`config.mk`:
```
export PLATFORM = sky130hd
export DESIGN_NAME = tdc_stream_tx
export DESIGN_NICKNAME = d
export VERILOG_FILES = /design/src/rtl/tdc_stream_tx.sv
export SDC_FILE = /design/constraint.sdc
export NUM_CORES = 1
export LEC_CHECK = 0
export CORE_UTILIZATION = 55
export CTS_CLUSTER_SIZE = 30
export DETAILED_ROUTE_END_ITERATION = 7
export GPL_TIMING_DRIVEN = 1
export PLACE_DENSITY = 0.73
export RECOVER_POWER = 100
export SLEW_MARGIN = 20
export SYNTH_ARGS = -nofsm -noshare
export SYNTH_HDL_FRONTEND = slang
export SYNTH_SLANG_ARGS = --single-unit
```
`constraint.sdc`:
```
create_clock -name clk -period 5.3 [get_ports clk]
set_input_delay 0.53 -clock clk [delete_from_list [all_inputs] [get_ports clk]]
set_output_delay 0.53 -clock clk [all_outputs]
set_load 0.03 [all_outputs]
```
`src/rtl/tdc_stream_tx.sv`:
```
// TDC hit capture and stream transmitter.
// Captures per-pixel timestamps in a window, then streams the slots out.
module tdc_stream_tx #(
  parameter int NP        = 12,
  parameter int DATA_NUM  = 2,
  parameter int PIXEL_NUM = 4,
  parameter int ACQ_NUM   = 3,
  parameter int WIN_CYC   = 16
) (
  input  logic                         clk,
  input  logic                         res,
  input  logic                         acq_start,
  input  logic                         hit_valid,
  input  logic [$clog2(PIXEL_NUM)-1:0] hit_pixel,
  input  logic [NP-1:0]                hit_time,
  output logic                         wrEn,
  output logic [NP-1:0]                data,
  output logic                         busy,
  output logic                         frame_done,
  output logic [7:0]                   drop_cnt
);

  localparam int N  = PIXEL_NUM * DATA_NUM;
  localparam int PW = $clog2(PIXEL_NUM);
  localparam int FW = $clog2(DATA_NUM + 1);
  localparam int WW = $clog2(N + 1);
  localparam int CW = (WIN_CYC > 1) ? $clog2(WIN_CYC) : 1;
  localparam int AW = (ACQ_NUM > 1) ? $clog2(ACQ_NUM) : 1;

  localparam logic [PW:0]   PIX_LIM  = (PW+1)'(PIXEL_NUM);
  localparam logic [FW-1:0] FILL_LIM = FW'(DATA_NUM);
  localparam logic [WW-1:0] WORD_END = WW'(N);
  localparam logic [CW-1:0] WIN_LAST = CW'(WIN_CYC - 1);
  localparam logic [AW-1:0] ACQ_LAST = AW'(ACQ_NUM - 1);
  localparam logic [NP-1:0] NO_HIT   = '1;

  typedef enum logic [1:0] {
    IDLE,
    CAPTURE,
    SEND
  } state_t;

  state_t        state;
  state_t        state_nxt;
  logic [NP-1:0] mem [N];
  logic [FW-1:0] fill [PIXEL_NUM];
  logic [CW-1:0] win_cnt;
  logic [WW-1:0] word_idx;
  logic [AW-1:0] acq_cnt;
  logic          start;
  logic          to_send;
  logic          to_idle;
  logic          hit_ok;
  logic [FW-1:0] fill_sel;
  logic [NP-1:0] rd_word;
  logic [NP-1:0] first_word;

  assign busy = (state != IDLE);

  // State register.
  always_ff @(posedge clk) begin
    if (res) state <= IDLE;
    else     state <= state_nxt;
  end

  // Next state and transition strobes.
  always_comb begin
    state_nxt = state;
    start     = 1'b0;
    to_send   = 1'b0;
    to_idle   = 1'b0;
    unique case (state)
      IDLE: begin
        if (acq_start) begin
          state_nxt = CAPTURE;
          start     = 1'b1;
        end
      end
      CAPTURE: begin
        if (win_cnt == WIN_LAST) begin
          state_nxt = SEND;
          to_send   = 1'b1;
        end
      end
      SEND: begin
        if (word_idx == WORD_END) begin
          state_nxt = IDLE;
          to_idle   = 1'b1;
        end
      end
      default: state_nxt = IDLE;
    endcase
  end

  // Hit qualification against window, marker, range and slot space.
  always_comb begin
    fill_sel = '0;
    for (int p = 0; p < PIXEL_NUM; p++)
      if (hit_pixel == PW'(p)) fill_sel = fill[p];
    hit_ok = hit_valid
          && (state == CAPTURE)
          && (hit_time != NO_HIT)
          && ({1'b0, hit_pixel} < PIX_LIM)
          && (fill_sel < FILL_LIM);
  end

  // Word read mux; first word bypasses a hit landing on the last window cycle.
  always_comb begin
    rd_word = mem[0];
    for (int i = 0; i < N; i++)
      if (word_idx == WW'(i)) rd_word = mem[i];
    first_word = mem[0];
    if (hit_ok && hit_pixel == '0 && fill[0] == '0)
      first_word = hit_time;
  end

  // Buffer, counters and registered stream outputs.
  always_ff @(posedge clk) begin
    if (res) begin
      win_cnt    <= '0;
      word_idx   <= '0;
      acq_cnt    <= '0;
      wrEn       <= 1'b0;
      data       <= '0;
      frame_done <= 1'b0;
      drop_cnt   <= '0;
      for (int p = 0; p < PIXEL_NUM; p++) fill[p] <= '0;
      for (int i = 0; i < N; i++) mem[i] <= NO_HIT;
    end else begin
      wrEn       <= 1'b0;
      data       <= '0;
      frame_done <= 1'b0;
      if (hit_valid && !hit_ok && drop_cnt != 8'hFF)
        drop_cnt <= drop_cnt + 8'd1;
      if (start) begin
        win_cnt <= '0;
        for (int p = 0; p < PIXEL_NUM; p++) fill[p] <= '0;
        for (int i = 0; i < N; i++) mem[i] <= NO_HIT;
      end
      if (state == CAPTURE) begin
        win_cnt <= (win_cnt == WIN_LAST) ? '0 : win_cnt + 1'b1;
        for (int p = 0; p < PIXEL_NUM; p++) begin
          if (hit_ok && hit_pixel == PW'(p)) begin
            fill[p] <= fill[p] + 1'b1;
            for (int s = 0; s < DATA_NUM; s++)
              if (fill[p] == FW'(s)) mem[p*DATA_NUM+s] <= hit_time;
          end
        end
      end
      if (to_send) begin
        wrEn     <= 1'b1;
        data     <= first_word;
        word_idx <= WW'(1);
      end
      if (state == SEND && !to_idle) begin
        wrEn     <= 1'b1;
        data     <= rd_word;
        word_idx <= word_idx + 1'b1;
      end
      if (to_idle) begin
        word_idx <= '0;
        if (acq_cnt == ACQ_LAST) begin
          acq_cnt    <= '0;
          frame_done <= 1'b1;
        end else begin
          acq_cnt <= acq_cnt + 1'b1;
        end
      end
    end
  end

endmodule

```
-- Word level (Yosys, flattened, before mapping)
Memory sizes are Yosys's and may differ from the RTL's.
Index checks and enable logic that the tools add are counted.
- bits in registers: 34
- bits in writable memories: 104
- output and inout port bits: 23
- logic and storage cells: 211
- memories: 2
- memory list (memory ; words ; width ; read ports ; clocked after memory_dff ; write ports ; line ; text):
    mem ; 8 ; 12 ; 8 ; 0 ; 8 ; 45 ; logic [NP-1:0] mem [N];
    fill ; 4 ; 2 ; 4 ; 0 ; 4 ; 46 ; logic [FW-1:0] fill [PIXEL_NUM];
- add/subtract/negate cells: 8
- order comparisons: 1
- equal/unequal tests: 24
- mux-type cells: 118
- bitwise gates (word level): 25
- reductions and logical operators: 25
- operators with widths (operator ; count):
    12-bit 2-to-1 mux ; 26
    1-bit 2-to-1 mux ; 70
    2-bit 2-to-1 mux ; 16
    1-bit bitwise OR ; 24
    4-bit 2-to-1 mux ; 5
    4-bit by 3-bit == test with 1-bit output, second input constant ; 4
    2-bit by 1-bit == test with 1-bit output, second input constant ; 6
    2-bit zero test ; 6
    12-bit inequality test, second input constant ; 1
    1-bit logical AND ; 11
    2-bit by 1-bit adder with 2-bit output, second input constant ; 5
    4-bit by 1-bit adder with 4-bit output, second input constant ; 2
    8-bit by 1-bit adder with 8-bit output, second input constant ; 1
    2-bit == test, second input constant ; 4
    4-bit by 2-bit == test with 1-bit output, second input constant ; 2
    4-bit == test, second input constant ; 2
    8-bit inequality test, second input constant ; 1
    2-bit case mux with 3 select lines ; 1
    2-bit nonzero test ; 3
    4-bit by 1-bit == test with 1-bit output, second input constant ; 1
    2-bit inequality test, second input constant ; 2
    2-bit OR reduction ; 2
    3-bit AND reduction ; 1
    1-bit zero test ; 2
    other kinds (3) ; 3

-- Logic depth before layout (Yosys ltp)
- word-level depth: 13
- depth in mapped cells: 9
- mapped depth without buffers: 7

-- Least setup slack after synthesis
Ideal clock, no wire load.
- path kind: in2reg
- start: input port hit_pixel[0]
- end: memory mem[6][0], in the netlist mem[0][72], enable pin
- data arrival time: 2137 ps
- required time: 4902 ps
- path slack: 2765 ps
- stages on the path: 6
- path through: buf_2 -> nand3_1 -> o2111ai_2 -> nor2_1 -> nand4_1 -> o21ai_0
- RTL lines (element ; line ; text):
    start: declaration ; 14 ; input logic [$clog2(PIXEL_NUM)-1:0] hit_pixel,
    end: declaration ; 45 ;

==> summary.md <==
| Metric | Value |
|---|---|
| Clock buffer depth | `2` |
| Worst setup SP type | `primary input` |
| Primary FF master, synth | `edfxtp_1` |
| CP cell instances | `dlygate4sd3_1, mux2i_1, o2111ai_1, nor4_1, nand4b_1, nand2_1` |
| Slew Limit Headroom | `-0.406` |
| RSZ-0062 raised after global routing | `no` |
| Fin Hold WS | `0.481 ns` |
| Failing checks | `capacitance limit, slew limit` |
| Wirelength per Cell | `20.8 um` |
| Grt ovf | `0` |
| Clock skew | `0.0108 ns` |
| Num CTS Buffers | `17` |
| Clk_lat worst skew | `0.43 ns` |
| Core area | `11600 um2` |
| Placed Area | `7050 um2` |
| Worst vdd ir | `0.000267 V` |
| Drt first pass iters | `5` |
| Starting density of the core | `0.569` |
| Clk root buf | `clkbuf_16` |
| Flops & latches, synth | `138` |
| CP max-delay cell | `nor4_1` |
| # IOs | `41` |
| Cells after synthesis | `618` |
| Leakage power | `0.00263 uW` |
| Met3 WL post-DR | `1.58 mm` |
| Asr flop ratio synth | `0` |
| Clock Sink Count | `138` |
| Cts hold-fix bufs | `0` |
| Detailed-route DRC error count | `0` |
| Clock slew seen by the registers of the worst setup and hold paths | `0.06 ns` |
| Global-route wire length before repair | `26.2 mm` |
| Finished Cell Area | `7640 um2` |
| Ant diodes | `0` |
| Initial antenna violation count | `0` |
| Number of global-route vias before repair | `4635` |
| Total global routing track utilization | `0.285` |
| Post_cts resized | `0` |
| Remaining antenna violation count | `0` |
| Via count | `4915` |
| 1st-iter DRT viols | `600` |
| Fin nets | `674` |
| Fin. Hold Viols | `0` |
| Vias per cell | `6.16` |
| H-tree depth | `4` |
| TNS Setup | `0 ns` |
| CP peak stage delay | `0.94 ns` |
| Max Cap Violations | `2` |
| Syn_nets | `650` |
| Die area | `12400 um2` |
| Min-delay worst type | `reg2reg` |
| Post-synth EDFFs | `90` |
| Critical path class | `in2reg` |
| Share of layout cells above drive strength 1 | `0.151` |
| Slew @ Worst Pin | `2.09 ns` |
| CTS tree | `yes` |
| Post-Syn Area | `6580 um2` |
| Register area share after synthesis | `0.557` |
| WL met1 | `7.40 mm` |
| Fin crit period | `3.89 ns` |
| Library cells used by synthesis | `51` |
| GP Congestion | `0.887` |
| Die width | `111 um` |
| Met2 routed WL | `7.41 mm` |
| Hpwl dp | `11.3 mm` |
| Final setup fails | `0` |
| Mean Syn Cell Area | `10.7 um2` |
| Port buffer count | `40` |
| Status | `complete, but fails checks` |
| Crit Path Max Fanout | `13` |
| Pwr dens | `331 nW/um2` |
| Fin. max-slew vios | `26` |
| Synth warnings | `0` |
| Routed wire length | `16.6 mm` |
| Nature of the critical path endpoint | `register` |
| Vert. Die Dim | `111 um` |
| Peak Freq | `0.257 GHz` |
| Row cnt | `39` |
| P&R area growth vs syn | `16.1%` |
| Fin crit share | `0.734` |
| Crit path required time | `5.36 ns` |
| Worst Path Arrival | `3.95 ns` |
| Top Metal Used | `met4` |
| Post-CTS Setup Inserts | `0` |
| Largest net degree at the start of global routing | `32` |
[state kept, by name (all words and copies together) (netlist names)]
signal      flops
fill            8
frame_done      1
wrEn            1
data           12
mem            96
state           2
win_cnt         4
drop_cnt        8
acq_cnt         2
word_idx        4
[report_power, final]
group	switching (uW)	total, uW	internal [uW]
Sequential	6.87	1160	1150
Clock	446	1270	825
Combinational	68.5	101	32.2
Total	521	2530	2010
[layout make-up]
class                      instances  area (um2)
fill                             893        3920
sequential                       138        3660
multi-input combinational        401        2580
timing repair buffer              46         442
clock buffer                      17         425
clock inverter                    15         205
tap                              143         179
inverter                          38         143
[metrics by stage]
step	std cells	worst slack (ns)	utilization	power, uW
finish	798	1.41	0.661	2530
floorplan	618	2.77	-	1240
CTS	798	2.13	0.664	2550
detailed placement	766	1.69	0.610	1290
global route	798	1.09	0.661	2610
global placement	766	1.77	0.609	1280
[synthesized netlist by cell type (2+ instances only)]
master / number / share of area
o21ai_0: 20 / 0.015
a21boi_0: 10 / 0.011
a22oi_1: 5 / 0.0057
a221oi_1: 12 / 0.016
a21oi_1: 40 / 0.030
nand2_1: 26 / 0.015
buf_2: 7 / 0.0053
nand2b_1: 31 / 0.029
nand4b_1: 2 / 0.0027
a31oi_1: 10 / 0.0095
nor3_1: 4 / 0.0030
and3_1: 2 / 0.0019
o22a_1: 2 / 0.0027
ha_1: 14 / 0.027
nand4_1: 7 / 0.0067
o22ai_1: 22 / 0.021
o31ai_1: 5 / 0.0057
a211oi_1: 2 / 0.0023
or2_2: 60 / 0.057
nor2_1: 39 / 0.022
clkbuf_1: 31 / 0.018
o21a_1: 11 / 0.013
or4_1: 3 / 0.0034
and3b_1: 4 / 0.0053
inv_1: 38 / 0.022
buf_4: 2 / 0.0023
nor4_1: 2 / 0.0019
a221o_1: 12 / 0.018
mux2i_1: 14 / 0.021
edfxtp_1: 90 / 0.41
or3_1: 2 / 0.0019
dfxtp_1: 48 / 0.15
nand3b_1: 6 / 0.0068
nor2b_1: 8 / 0.0076
nand3_1: 9 / 0.0068
and2_1: 3 / 0.0029
[critical path, delay by kind of cell]
family / cells / cell delay [ns]
buffers and inverters: 1 / 0.78
multiplexers: 1 / 0.23
AO/OA/AOI/OAI: 1 / 0.16
AND/OR/NAND/NOR: 3 / 2.25
[logic make-up (layout without fill, tap and decap cells)]
logic type / after synthesis / after routing / share of synthesized area
adder cells (fa/ha/maj): 14 / 14 / 0.0266
AND/OR/NAND/NOR: 214 / 214 / 0.186
flip-flops: 138 / 138 / 0.557
AO/OA/AOI/OAI: 156 / 156 / 0.157
XOR/XNOR: 2 / 2 / 0.00266
multiplexers: 15 / 15 / 0.0230
buffers and inverters: 79 / 116 / 0.0475
[per-layer routing]
layer | GRT usage | vias up
li1 | - | 2283
met1 | 0.410 | 2370
met2 | 0.410 | 234
met3 | 0.0920 | 28
met4 | 0.0919 | 0
met5 | 0 | -
[placed cells by master, fill, tap and decap left out, types with 3 or more instances in the layout]
cell / n
nand2b_1: 31
clkbuf_16: 17
nand3_1: 9
nand4_1: 7
nor4_1: 3
clkinv_2: 4
buf_4: 5
a221o_1: 12
a31oi_1: 10
clkdlybuf4s50_1: 16
or2_2: 60
o22ai_1: 22
nor3_1: 4
o21ai_0: 21
inv_1: 38
o31ai_1: 5
or4_1: 3
mux2i_1: 14
and3b_1: 4
bufinv_16: 5
nand2_1: 26
nor2_1: 39
nand3b_1: 6
o21a_1: 11
nor2b_1: 8
edfxtp_1: 90
a221oi_1: 12
a21boi_0: 10
a21oi_1: 39
clkinv_1: 3
dlygate4sd3_1: 24
a22oi_1: 5
dfxtp_1: 48
ha_1: 13
[path summary, 6_finish.rpt]
kind / from / end / slack (ns) / cells after the start
min: acq_cnt[0] / frame_done / 0.48 / 1
min reg2reg: acq_cnt[0] / frame_done / 0.48 / 1
max reg2reg: state[0] / mem[0][45] / 1.74 / 5
max: hit_pixel[0] / mem[0][45] / 1.41 / 6
Note: power is estimated with default switching activity, not from simulation.
